**src/rtl/edge_pulse_gen.sv**
```systemverilog
// edge_pulse_gen: serialises single-cycle event requests into fixed-width high pulses.
// Each pulse is followed by a guaranteed low gap. Optional `done` pulse under EDGE_GEN_DONE_EN.
//
// Handshake: `ev` has no back-pressure. Every cycle with ev=1 is one event.
// The event is started immediately, queued in pend_cnt, or dropped. A dropped event is flagged by a one-cycle `ovf`.

module edge_pulse_gen #(
    parameter int HIGH_CYC = 3,
    parameter int LOW_CYC  = 2,
    parameter int PEND_W   = 2
) (
    input  logic              clk,
    input  logic              rst,
    input  logic              ev,
    output logic              sig,
    output logic              busy,
    output logic [PEND_W-1:0] pend_cnt,
    output logic              ovf,
    output logic [1:0]        state_dbg
`ifdef EDGE_GEN_DONE_EN
    ,
    output logic              done
`endif
);

    localparam int MAX_PH = (HIGH_CYC > LOW_CYC) ? HIGH_CYC : LOW_CYC;
    localparam int CNT_W  = $clog2(MAX_PH + 1);
    localparam logic [CNT_W-1:0]  HIGH_LD  = CNT_W'(HIGH_CYC - 1);
    localparam logic [CNT_W-1:0]  LOW_LD   = CNT_W'(LOW_CYC - 1);
    localparam logic [PEND_W-1:0] PEND_MAX = '1;

    typedef enum logic [1:0] {
        IDLE = 2'd0,
        HIGH = 2'd1,
        LOW  = 2'd2
    } state_t;

    state_t              state, state_nxt;
    logic [CNT_W-1:0]    cnt, cnt_nxt;
    logic [PEND_W-1:0]   pend_nxt;
    logic                consume;
    logic                deq;
    logic                enq;
    logic                drop;

    assign state_dbg = state;

    // sig/busy come from next-state so they are clean flops aligned with the state register.
    always_ff @(posedge clk) begin
        if (rst) begin
            state    <= IDLE;
            cnt      <= '0;
            pend_cnt <= '0;
            sig      <= 1'b0;
            busy     <= 1'b0;
            ovf      <= 1'b0;
        end else begin
            state    <= state_nxt;
            cnt      <= cnt_nxt;
            pend_cnt <= pend_nxt;
            sig      <= (state_nxt == HIGH);
            busy     <= (state_nxt != IDLE);
            ovf      <= drop;
        end
    end

`ifdef EDGE_GEN_DONE_EN
    // Fires in the first LOW cycle; a high period cut short by reset never gets here.
    always_ff @(posedge clk) begin
        if (rst) begin
            done <= 1'b0;
        end else begin
            done <= (state == HIGH) && (cnt == '0);
        end
    end
`endif

    always_comb begin
        state_nxt = state;
        cnt_nxt   = cnt;
        consume   = 1'b0;
        deq       = 1'b0;
        enq       = 1'b0;
        drop      = 1'b0;
        pend_nxt  = pend_cnt;

        case (state)
            IDLE: begin
                if (ev) begin
                    state_nxt = HIGH;
                    cnt_nxt   = HIGH_LD;
                    consume   = 1'b1;
                end
            end
            HIGH: begin
                if (cnt == '0) begin
                    state_nxt = LOW;
                    cnt_nxt   = LOW_LD;
                end else begin
                    cnt_nxt = cnt - 1'b1;
                end
            end
            LOW: begin
                if (cnt == '0) begin
                    // Queued work has priority over a fresh request on the last low cycle.
                    if (pend_cnt != '0) begin
                        state_nxt = HIGH;
                        cnt_nxt   = HIGH_LD;
                        deq       = 1'b1;
                    end else if (ev) begin
                        state_nxt = HIGH;
                        cnt_nxt   = HIGH_LD;
                        consume   = 1'b1;
                    end else begin
                        state_nxt = IDLE;
                    end
                end else begin
                    cnt_nxt = cnt - 1'b1;
                end
            end
            default: begin
                state_nxt = IDLE;
                cnt_nxt   = '0;
            end
        endcase

        enq = ev && !consume;
        if (enq && !deq) begin
            if (pend_cnt == PEND_MAX) begin
                drop = 1'b1;
            end else begin
                pend_nxt = pend_cnt + 1'b1;
            end
        end else if (deq && !enq) begin
            pend_nxt = pend_cnt - 1'b1;
        end
    end

endmodule

```
**config.mk**
```make
export PLATFORM = sky130hd
export DESIGN_NAME = edge_pulse_gen
export DESIGN_NICKNAME = d
export VERILOG_FILES = /design/src/rtl/edge_pulse_gen.sv
export SDC_FILE = /design/constraint.sdc
export NUM_CORES = 1
export LEC_CHECK = 0
export ABC_AREA = 1
export CORE_MARGIN = 5
export CORE_UTILIZATION = 30
export DETAILED_ROUTE_END_ITERATION = 10
export PLACE_DENSITY = 0.51
export SLEW_MARGIN = 20
export SYNTH_ARGS = -nofsm -noshare
export SYNTH_HDL_FRONTEND = slang
export SYNTH_SLANG_ARGS = --single-unit
export TNS_END_PERCENT = 10
```
**constraint.sdc**
```tcl
create_clock -name clk -period 2.3 [get_ports clk]
set_clock_uncertainty 0.2 [all_clocks]
set_input_delay 0.69 -clock clk [delete_from_list [all_inputs] [get_ports clk]]
set_output_delay 0.69 -clock clk [all_outputs]
set_load 0.005 [all_outputs]
```
Yosys cells after proc, flatten, opt, wreduce, memory -nomap -nowiden
Cells that the tools add are included.
{ "totals": {"register_bits": 9, "latchBits": 0, "mem_bits_rw": 0, "romBits": 0, "inputBits": 3, "output_inout_bits": 7, "elab_cells": 50, "n_memories": 0} }
{ "op_classes": {"add_sub_neg": 3, "multipliers": 0, "n_div": 0, "order_cmp": 0, "eq_ne": 5, "shifts": 0, "muxes": 22, "bitwise_logic": 1, "n_reduce_logical": 13} }
{ "op_table": {"columns": ["operator", "n"], "rows": [
  ["two-way mux 2 bit", 10],
  ["one-hot mux 2 bit (3 select lines)", 2],
  ["two-way mux 1 bit", 9],
  ["nonzero test 2 bit", 3],
  ["== test 2 x 1 -> 1 bit, second input constant", 2],
  ["== test 2 bit, second input constant", 2],
  ["zero test 2 bit", 2],
  ["subtractor 2 x 1 -> 2 bit, second input constant", 2],
  ["logical AND 1 bit", 3],
  ["zero test 1 bit", 3],
  ["adder 2 x 1 -> 2 bit, second input constant", 1],
  ["inequality test 2 bit, second input constant", 1],
  ["one-hot mux 1 bit (2 select lines)", 1],
  ["AND reduction 2 bit", 1],
  ["OR reduction 2 bit", 1],
  ["NOT 1 bit", 1]
]} }

Logic depth before layout (Yosys ltp)
{ "depth": {"depth_word": 10, "depth_mapped": 7, "ltp_nobuf": 7} }

Least setup slack after synthesis
OpenSTA, ideal clock, no wires.
{ "synth_path": {"path_kind": "input to register", "start": "in ev", "end": "reg busy", "setup_time_ns": 0.117, "arrival_ns": 1.158, "t_required_ns": 1.983, "slack_ns": 0.825, "cell_stages": 6, "path_buffers": 0, "cell_sequence": "inv_1 > nand3_1 > nand2_1 > nand3_2 > nand2_2 > o21ai_1"} }
{ "synth_via": {"elab_chain_cells": 5, "word_cells_on_any_way": 6, "cone_classes": "mux (5); reduce/logical (1)"} }
{ "synth_rtl": {"columns": ["item", "line", "text"], "rows": [
  ["from (decl)", "14", "input logic ev,"],
  ["two-way mux 1 bit", "110", "end else if (ev) begin"],
  ["two-way mux 1 bit", "106", "if (pend_cnt != '0) begin"],
  ["two-way mux 2 bit", "104", "if (cnt == '0) begin"],
  ["one-hot mux 2 bit (3 select lines) *", "87", "case (state)"],
  ["nonzero test 2 bit *", "62", "busy <= (state_nxt != IDLE);"],
  ["to (signal assigned)", "62", null],
  ["to (decl)", "16", "output logic busy,"]
]} }
Every way passes the cells marked *; elsewhere a longest branch is shown, timed or not.
A chain may end at the register's enable or synchronous reset.

Final worst setup path
{ "layout_path": {"start": "reg state[0] (netlist: state_dbg[0])", "end": "out state_dbg[0]"} }
{ "layout_rtl": {"columns": ["item", "line", "text"], "rows": [
  ["from (decl)", "38", "state_t state, state_nxt;"],
  ["from (signal assigned)", "58", "state <= state_nxt;"],
  ["to (decl)", "19", "output logic [1:0] state_dbg"]
]} }
No word-level cell between the ends.

==> metrics.log <==
INFO  metric worst_r2r_endpoint = pend_cnt[1]$_SDFFE_PP0P_
INFO  metric io_pins = 10
INFO  metric crit_chain = clkdlybuf4s50_1
INFO  metric net-switching-power = 0.000212 W
INFO  metric peakVddDrop = 0.415 mV
INFO  metric cts_post_setup_buffers_inserted = 0
INFO  metric worst-path-stages = 1
INFO  metric share_seq_of_total_power = 39.1%
INFO  metric syn2layout_area_growth = 32.2%
INFO  metric drc_errors = 0
INFO  metric worst_skew_pair.late_latency = 270 ps
INFO  metric crit_path_start_kind = register
INFO  metric number_of_iterations_in_the_first_detailed_routing_pass = 4
INFO  metric async_flop_share = 0%
INFO  metric tritoncts = yes
INFO  metric min-delay-path-class = reg -> reg
INFO  metric yosys-top-cells-count = nand2_1 (15), inv_1 (10), dfxtp_1 (9), nand3_1 (5)
INFO  metric fraction_of_power_spent_switching_nets = 37.0%
INFO  metric hold_path_origin = cnt[0]$_SDFF_PP0_
INFO  metric track_usage = 9.00%
INFO  metric global_route_wire_length_before_repair = 1640 um
INFO  metric n_antenna_cell = 0
INFO  metric synth_seq_cells = 9
INFO  metric synth_top_area_share = 40.3%
INFO  metric port_buffers = 9
INFO  metric finalNetCount = 82
INFO  metric route.detailed.vias_per_inst = 4.44
INFO  metric final-setup-viol-count = 0
INFO  metric post_synth_num_cell_types = 16
INFO  metric totalWireLength = 939 um
INFO  metric cp_data_required_time = 1410 ps
INFO  metric met3_length = 42 um
INFO  metric antenna_violations_before_repair = 0
INFO  metric met1_length = 482 um
INFO  metric drtAntennaViolNets = 0
INFO  metric synth_area = 447 um^2
INFO  metric syn-mean-instance-area = 6.98 um^2
INFO  metric synth-warning-count = 0
INFO  metric ys_dominant_reg_cell = dfxtp_1
INFO  metric cts_hold_buf = 0
INFO  metric clock_sinks = 9
INFO  metric grt_remaining_overflow = 0
INFO  metric detailed_place_hpwl = 740 um
INFO  metric p_leak = 0.264 nW
INFO  metric post_cts_resized = 0
INFO  metric timing.final.hold_violations = 0
INFO  metric grt_max_degree = 8
INFO  metric stdcell_count = 94
INFO  metric timing.reg2reg.setup_slack = 1020 ps
INFO  metric htree_levels = 1
INFO  metric dpl.cell_count = 90
INFO  metric root_buffer = clkbuf_4
INFO  metric internal_power = 0.000361 W
INFO  metric result_of_the_run = complete, no violations
INFO  metric min_clock_period_post_route = 2170 ps
INFO  metric critical_path.reg2reg.startpoint = state_dbg[0]$_SDFF_PP0_
INFO  metric powerDensity = 971 mW/mm^2
INFO  metric number_of_cells_traversed_by_the_worst_hold_path = 2
INFO  metric unrepaired_setup_endpoints_after_global_routing = false
INFO  metric floorplan.die.height = 48.6 um
INFO  metric critPathArrivalTime = 1280 ps
INFO  metric totalNegativeSetupSlack = 0 ps
INFO  metric tritoncts_buffers = 3
INFO  metric cp_slowest_cell = clkdlybuf4s50_1
INFO  metric die_x = 48.6 um
INFO  metric critical_path.top_delay_family = buffers and inverters
INFO  metric num_rows = 14
INFO  metric post_route_cells_drive_above_1_share = 20.5%
INFO  metric globalplace.congestion = 0.790
INFO  metric met2RoutedLength = 395 um
INFO  metric fillers = 158
INFO  metric timing.critical_path.slowest_cell_delay = 560 ps
INFO  metric worst_hold_endpoint = cnt[0]$_SDFF_PP0_
INFO  metric vias = 417
INFO  metric dr.first_iter.drc_count = 10
INFO  metric synth_most_common_cell = nand2_1
INFO  metric final_min_period_over_clock_period = 94.3%
INFO  metric worst-setup-path-type = reg -> out
INFO  metric combPwrFrac = 39.2%
INFO  metric crit_buf_inv = 1
INFO  metric timing.final.max_slew_violations = 0
INFO  metric cap_violations = 0
INFO  metric routedWlPerCell = 9.99 um
INFO  metric crit_fanout = 7
INFO  metric cts.clk_slew.worst_paths = 70 ps
INFO  metric die_area = 0.00236 mm^2
INFO  metric fp.coreArea = 0.00145 mm^2
INFO  metric worstSetupEndpointType = output pin
INFO  metric cts_buffer_depth = 2
INFO  metric share_clk_of_total_power = 21.6%
INFO  metric synth_seq_area_share = 40.3%
INFO  metric reg2reg_depth = 6
INFO  metric floorplan.initialDensity = 30.7%
INFO  metric netlist_instances = 64
INFO  metric clock.fmax = 0.461 GHz
INFO  metric first_global_vias = 383
INFO  metric synth.area.top_cells = dfxtp_1 (40%), nand2_1 (13%), inv_1 (8.4%)
INFO  metric synth_area_leader_cell = dfxtp_1
INFO  metric synth_edf_count = 0
INFO  metric dr.max_layer_used = met4
INFO  metric slew_headroom = 80.8%
INFO  metric syn-num-nets = 67
INFO  metric tightest_slew = 288 ps
stage by stage:
step / instance area [um^2] / util (%) / setup WS [ps] / total power (W) / hold slack, ps
2_1_floorplan: 447 / - / 825 / 0.000368 / 280
3_3_place_gp: 564 / 38.8 / 212 / 0.000453 / 300
3_5_place_dp: 564 / 38.8 / 212 / 0.000455 / 308
4_1_cts: 591 / 40.6 / 113 / 0.000581 / 318
5_1_grt: 591 / 40.6 / 53.1 / 0.000626 / 347
6_report: 591 / 40.6 / 131 / 0.000573 / 317
power groups by stage:
stage / clock network, W / registers [W] / logic (W)
floorplan: 0 / 0.000226 / 0.000142
global placement: 0 / 0.000227 / 0.000226
detailed placement: 0 / 0.000228 / 0.000227
CTS: 0.000130 / 0.000224 / 0.000227
global route: 0.000143 / 0.000231 / 0.000252
finish: 0.000124 / 0.000224 / 0.000225
worst max path at each step:
stage | to | start
after detailed placement | pend_cnt[0]$_SDFFE_PP0P_ | ev
after floorplan | busy$_SDFF_PP0_ | ev
final | state_dbg[0] | state_dbg[0]$_SDFF_PP0_
after global routing | state_dbg[0] | state_dbg[0]$_SDFF_PP0_
after CTS | state_dbg[0] | state_dbg[0]$_SDFF_PP0_
after global placement | pend_cnt[0]$_SDFFE_PP0P_ | ev
tightest hold or removal path, stage by stage (launching register included):
cell and delay (ps):
dfxtp_1 330, nand3_1 80, a21oi_1 60
kinds of logic (layout without fill, tap and decap cells):
logic type,after synthesis,in the layout,synth area share (%)
AND/OR/NAND/NOR,35,35,39.8
flip-flops,9,9,40.3
AO/OA/AOI/OAI,8,8,9.80
buffers and inverters,12,26,10.1
state kept, by name (all words and copies together), names as in the netlist:
name       count
sig            1
state_dbg      2
cnt            2
busy           1
pend_cnt       2
ovf            1
cells in the final DEF, fill, tap and decap left out, drive strengths merged:
cell	n
nor3	2
dfxtp	9
a21oi	3
nand3	7
clkdlybuf4s50	9
buf	1
clkbuf	4
nand4	1
nor2	8
inv	12
o21ai	5
nand2	17
layout make-up:
cell class	instances	area (um^2)	area share, %
clock buffers	4	26.3	4.45
inverters	12	45.0	7.63
multi-input cells	43	221	37.5
flip-flops and latches	9	180	30.5
well taps	16	20.0	3.39
repair buffers	10	97.6	16.5
per-layer routing:
layer | track usage [%] | vias to the layer above
met1 | 11.2 | 177
met3 | 4.91 | 2
met4 | 4.04 | 0
li1 | - | 231
met5 | 0 | -
met2 | 12.6 | 7
(Power assumes the default switching activity.)
